[config.mk]
export PLATFORM = sky130hd
export DESIGN_NAME = trace_fifo
export DESIGN_NICKNAME = d
export VERILOG_FILES = /design/src/rtl/trace_fifo.sv
export SDC_FILE = /design/constraint.sdc
export NUM_CORES = 1
export LEC_CHECK = 0
export ABC_CLOCK_PERIOD_IN_PS = 5800
export CAP_MARGIN = 20
export CORE_MARGIN = 5
export CORE_UTILIZATION = 60
export DETAILED_ROUTE_END_ITERATION = 16
export GPL_TIMING_DRIVEN = 1
export PLACE_DENSITY = 0.79
export SYNTH_ARGS = -nofsm -noshare
export SYNTH_HDL_FRONTEND = slang
export SYNTH_SLANG_ARGS = --single-unit
[constraint.sdc]
create_clock -name clk -period 5.8 [get_ports clk]
set_input_delay 0.58 -clock clk [delete_from_list [all_inputs] [get_ports clk]]
set_output_delay 0.58 -clock clk [all_outputs]
set_load 0.02 [all_outputs]
[src/rtl/trace_fifo.sv]
// Retire-trace FIFO: power-of-two depth, wrapping pointers, first-word fall-through.
// Storage is not reset; only pointers and occupancy are.
module trace_fifo #(
  parameter int WIDTH = 37,
  parameter int DEPTH = 16
) (
  input  logic                     clk,
  input  logic                     rst_n,
  input  logic                     push,
  input  logic [WIDTH-1:0]         wdata,
  input  logic                     ready,
  output logic                     valid,
  output logic [WIDTH-1:0]         rdata,
  output logic [$clog2(DEPTH):0]   count,
  output logic                     drop
);

  localparam int AW = $clog2(DEPTH);
  localparam logic [AW:0] FULL_CNT = (AW+1)'(DEPTH);

  logic [WIDTH-1:0] mem [DEPTH];
  logic [AW-1:0]    wr_ptr;
  logic [AW-1:0]    rd_ptr;
  logic             full;
  logic             pop;
  logic             wr_en;

  assign valid = (count != '0);
  assign full  = (count == FULL_CNT);
  assign pop   = valid && ready;
  // A pop in the same cycle frees the slot, so a full push still lands.
  assign wr_en = push && (!full || pop);
  assign drop  = push && full && !pop;
  assign rdata = mem[rd_ptr];

  always_ff @(posedge clk) begin
    if (wr_en) mem[wr_ptr] <= wdata;
  end

  always_ff @(posedge clk or negedge rst_n) begin
    if (!rst_n) begin
      wr_ptr <= '0;
      rd_ptr <= '0;
      count  <= '0;
    end else begin
      if (wr_en) wr_ptr <= wr_ptr + AW'(1);
      if (pop)   rd_ptr <= rd_ptr + AW'(1);
      case ({wr_en, pop})
        2'b10:   count <= count + (AW+1)'(1);
        2'b01:   count <= count - (AW+1)'(1);
        default: count <= count;
      endcase
    end
  end

endmodule

== Word-level counts from Yosys, hierarchy flattened ==
Memory sizes are Yosys's and may differ from the RTL's.
Cells that the tools add are included.

* Mux-type cells: 3
* Eq/ne operators: 3
* Add/sub/neg operators: 4
* Reductions and logical operators: 9

{| class="wikitable"
|+ Operator list
! operator !! count
|-
| case mux 5 bit (2 select lines) || 1
|-
| adder 4 x 1 -> 4 bit (second input constant) || 2
|-
| adder 5 x 1 -> 5 bit (second input constant) || 1
|-
| == test 5 bit (second input constant) || 1
|-
| nonzero test 5 bit || 1
|-
| subtractor 5 x 1 -> 5 bit (second input constant) || 1
|-
| logical AND 1 bit || 4
|-
| == test 2 x 1 -> 1 bit (second input constant) || 1
|-
| == test 2 bit (second input constant) || 1
|-
| logical NOT 1 bit || 2
|-
| two-way mux 1 bit || 2
|-
| nonzero test 2 bit || 1
|-
| logical OR 1 bit || 1
|}

* Flip-flop bits (word level): 13
* Bits of input ports: 41
* Logic and storage cells: 23
* Memories: 1
* Output and inout port bits: 44
* Memory bits (writable): 592

{| class="wikitable"
|+ Memories
! memory !! words !! width !! rd ports !! clocked after memory_dff !! wr ports !! RTL line !! RTL
|-
| mem || 16 || 37 || 1 || 0 || 1 || 21 || <nowiki>logic [WIDTH-1:0] mem [DEPTH];</nowiki>
|}

== Longest topological paths before layout ==
* Depth in word-level cells: 6
* Depth in mapped cells: 11
* Gate-level depth less buffers: 9

== Worst setup path before layout ==
OpenSTA, ideal clock, no wires.

* Path type: register to register
* From: reg count[4]
* To: mem mem[1][0] (enable)
* Cell stages (with the launch flop): 5
* Data required time: 5.276 ns
* Data arrival time: 4.492 ns
* Library setup time: 0.524 ns
* Clock period less this slack: 5.015 ns
* Setup slack: 0.785 ns
* Path buffers: 1
* Path through: dfrtp_1 clkbuf_1 nand2b_1 o21ai_4 nor4_1

* Cells in the longest elaborated chain, start to end: 6
* Elaborated cells on any way between the ends: 8
* Those cells by class: eq/ne: 1; mux: 2; reduce/logical: 5

{| class="wikitable"
|+ RTL lines
! what !! RTL line !! RTL
|-
| from (decl) || 14 || <nowiki>output logic [$clog2(DEPTH):0] count,</nowiki>
|-
| from (signal assigned) || 49 || <nowiki>2'b10: count <= count + (AW+1)'(1);</nowiki>
|-
| from (signal assigned) || 50 || <nowiki>2'b01: count <= count - (AW+1)'(1);</nowiki>
|-
| from (signal assigned) || 51 || <nowiki>default: count <= count;</nowiki>
|-
| == test 5 bit or nonzero test 5 bit (tied branches) || 29, 28 ||
|-
| logical NOT 1 bit or logical AND 1 bit (tied branches) || 32, 30 ||
|-
| logical OR 1 bit * || 32 || <nowiki>assign wr_en = push && (!full || pop);</nowiki>
|-
| logical AND 1 bit * || 32 ||
|-
| two-way mux 1 bit * || 37 || <nowiki>if (wr_en) mem[wr_ptr] <= wdata;</nowiki>
|-
| two-way mux 1 bit (implied by the code) * || 37 ||
|-
| to (decl) || 21 ||
|}

Every way passes the cells marked *; elsewhere a longest branch is shown, timed or not.

== Final worst setup path ==
* From: reg rd_ptr[0]
* To: out rdata[30]

* Cells in the longest elaborated chain, start to end: 1

{| class="wikitable"
|+ RTL lines
! what !! RTL line !! RTL
|-
| from (decl) || 23 || <nowiki>logic [AW-1:0] rd_ptr;</nowiki>
|-
| from (signal assigned) || 47 || <nowiki>if (pop) rd_ptr <= rd_ptr + AW'(1);</nowiki>
|-
| memory read (16 x 37 bit) || - ||
|-
| to (decl) || 13 || <nowiki>output logic [WIDTH-1:0] rdata,</nowiki>
|}

No other way between the ends.

==> qor.yml <==
sta:
  fin_hold_ws_ps: 371
  min_period_over_period_pct: 73.0
  final_hold_viol_count: 0
  tns_ps: 0
  slew_violations: 0
  maxSlewHeadroom_pct: 30.1
  setup_ws_ps: 1570
  layout_min_cycle_time_ps: 4230
  rsz0062_at_grt: "no"
  setup_viol: 0
  max_freq_mhz: 236
  fin_worst_skew_ps: 17.8
  worst_pin_slew_ps: 1050
power_and_ir_drop:
  power_switching_w: 0.00401
  pwr-share-clk_pct: 25.5
  swShare_pct: 31.0
  pwr-share-comb_pct: 31.5
  p_leak_nw: 8.31
  powerDensity_nw_per_um2: 492
  seqPwrFrac_pct: 43.0
  vdd_ir_drop_max_v: 0.000290
  power.internal_w: 0.00895
clock_network:
  cts_setup_buffers: 0
  cts.htree.levels: 2
  clkLatencyLatePin_ps: 600
  clk_pin_slew_worst_paths_ps: 60
  cts-root-buf: "clkbuf_16"
  cts_made_buffers: 56
  cts.sinks: 605
  ctsResizeCount: 0
  cts_buffer_depth: 3
  holdBufCountCts: 0
  cts_tree: "yes"
logic_synthesis:
  ys_warn_count: 0
  synth_area_leader_cell: "edfxtp_1"
  synth_compound_area_share_pct: 3.10
  yosys.area.top_type_share_pct: 77.0
  synth.most_common_cell: "edfxtp_1"
  synthFlopType: "edfxtp_1"
  yosys.area_share.simple_pct: 1.92
  synth-edff-count: 592
  synth_cell_type_count: 44
  synth-adder-area-share_pct: 0.379
  synth_xor_area_share_pct: 0.379
  synth_seq_cells: 605
  syn_area_um2: 23100
  ys_top_cells_by_area: "edfxtp_1, mux4_2, a22oi_1"
  async_flop_share_pct: 2.15
  synth_common_cells: "edfxtp_1, mux4_2, a22oi_1, nand2_1, clkbuf_1"
  syn-mean-instance-area_um2: 22.7
  synthMuxAreaShare_pct: 14.6
  syn_nets: 1067
  ys_seq_area_share_pct: 78.4
  syn_inst: 1019
  synth_top_family_by_area: "multiplexers"
route:
  drc: 0
  drt-total-wl_um: 49200
  vias_per_cell: 6.61
  drtIter0Drc: 1318
  routedWlPerCell_um: 29.2
  drt.antenna.violating_nets: 0
  drt_pass1_iterations: 5
  vias: 11100
global_routing:
  track_usage_pct: 24.1
  grt_max_degree: 93
  grt.overflow.total: 0
  antenna_found_initial: 1
  grt_pass1_vias: 11600
  grt_pass1_wl_um: 74700
run_status:
  status: "completed"
cells_and_area:
  nNetsFinal: 1181
  drive_gt1_share_pct: 23.2
  multi_input_area_um2: 4790
  area_delta_synth_final_pct: 14.2
  register_area_um2: 18100
  fin_util_pct: 69.7
  design_area_um2: 26400
  fillers: 2266
  antenna_cells: 0
die:
  start_util_pct: 61.0
  io-pin-count: 85
  die_w_um: 206
  core_area_um2: 37800
  row_count: 71
  die_height_um: 206
  design.die.area_um2: 42500
worst_setup_path:
  cp_max_fo: 51
  critPathKind: "reg -> out"
  crit_required_ps: 5220
  arrival_ps: 3650
  end_kind: "output pin"
  start_kind: "register"
placement:
  place.gp.congestion: 0.722
  port_buffers: 84
  dpl_cell_area_um2: 24800
  pre_cts_slack_ps: 2140
  dpl.hpwl_um: 25900
flow_run:
  cap_violations: 0
min_path:
  hp-class: "in -> async"
## power by group through the flow
stage / Combinational [W] / Sequential [W] / Clock (W)
CTS: 0.00413 / 0.00558 / 0.00335
finish: 0.00408 / 0.00557 / 0.00331
global placement: 0.00400 / 0.00564 / 0
global route: 0.00435 / 0.00562 / 0.00356
floorplan: 0.00272 / 0.00548 / 0
detailed placement: 0.00408 / 0.00566 / 0
## flip-flops by register name, summed over array words and instances (netlist names)
name    flops
rd_ptr      4
mem       592
count       5
wr_ptr      4
## cell usage in the layout (no fill, tap or decap), types with 2 or more instances in the layout
master and count:
edfxtp_1 592, buf_4 17, clkbuf_16 56, clkbuf_1 12, clkinv_2 4, nand2_1 48
ha_1 7, clkinv_1 22, nor3b_2 2, nor4_2 5, dfrtp_1 11, xnor2_1 9
nand2b_1 3, nand3_1 5, a31oi_1 2, a22oi_1 74, mux4_2 148, dfrtp_4 2
buf_12 10, nor2b_4 2, clkdlybuf4s50_1 84, inv_1 8, mux2i_1 3, nor2_4 5
and2_2 9, nor2_1 5, o21ai_0 2
## through the flow
stage	cells	total power, W
after floorplan	1019	0.00821
after global placement	1578	0.00964
after detailed placement	1586	0.00974
after CTS	1683	0.0131
after global routing	1683	0.0135
final	1683	0.0130
## layer usage
layer  global-route usage, %  share of wire, %  up-vias
met4                    6.51               2.5        2
met2                    38.5                50      624
met3                    4.79               8.9       96
li1                        -                 -     4550
met1                    35.0                39     5856
met5                       0             0.026        -
## worst max-delay path, cell delays in order (launching register included)
cell and delay [ps]:
dfrtp_4 990, buf_12 450, mux4_2 570, a22oi_1 290, nand2_1 120, clkdlybuf4s50_1 560
## cells by family after synthesis
group           Yosys count
buf+inv                  64
mux                     151
flops                   605
fa+ha+maj                 7
simple gates             90
xor+xnor                 10
compound gates           92
## area by class of cell
class | count | share of cell area, %
inverters | 8 | 0.114
repair buffers | 112 | 4.54
multi-input cells | 350 | 18.2
clock buffers | 68 | 5.49
flip-flops and latches | 605 | 68.7
clock inverters | 29 | 0.598
well taps | 511 | 2.42
## worst paths after layout
check	end	depth (start not counted)	slack, ps	from
max	rdata[30]	5	1570	rd_ptr[0]
min	wr_ptr[2]	1	370	rst_n
max reg2reg	count[4]	9	2880	count[1]
min reg2reg	wr_ptr[3]	2	610	wr_ptr[0]
max in group asynchronous	rd_ptr[0]	1	4950	rst_n
min in group clk	wr_ptr[3]	2	610	wr_ptr[0]
Power figures use the tool's default switching activity.
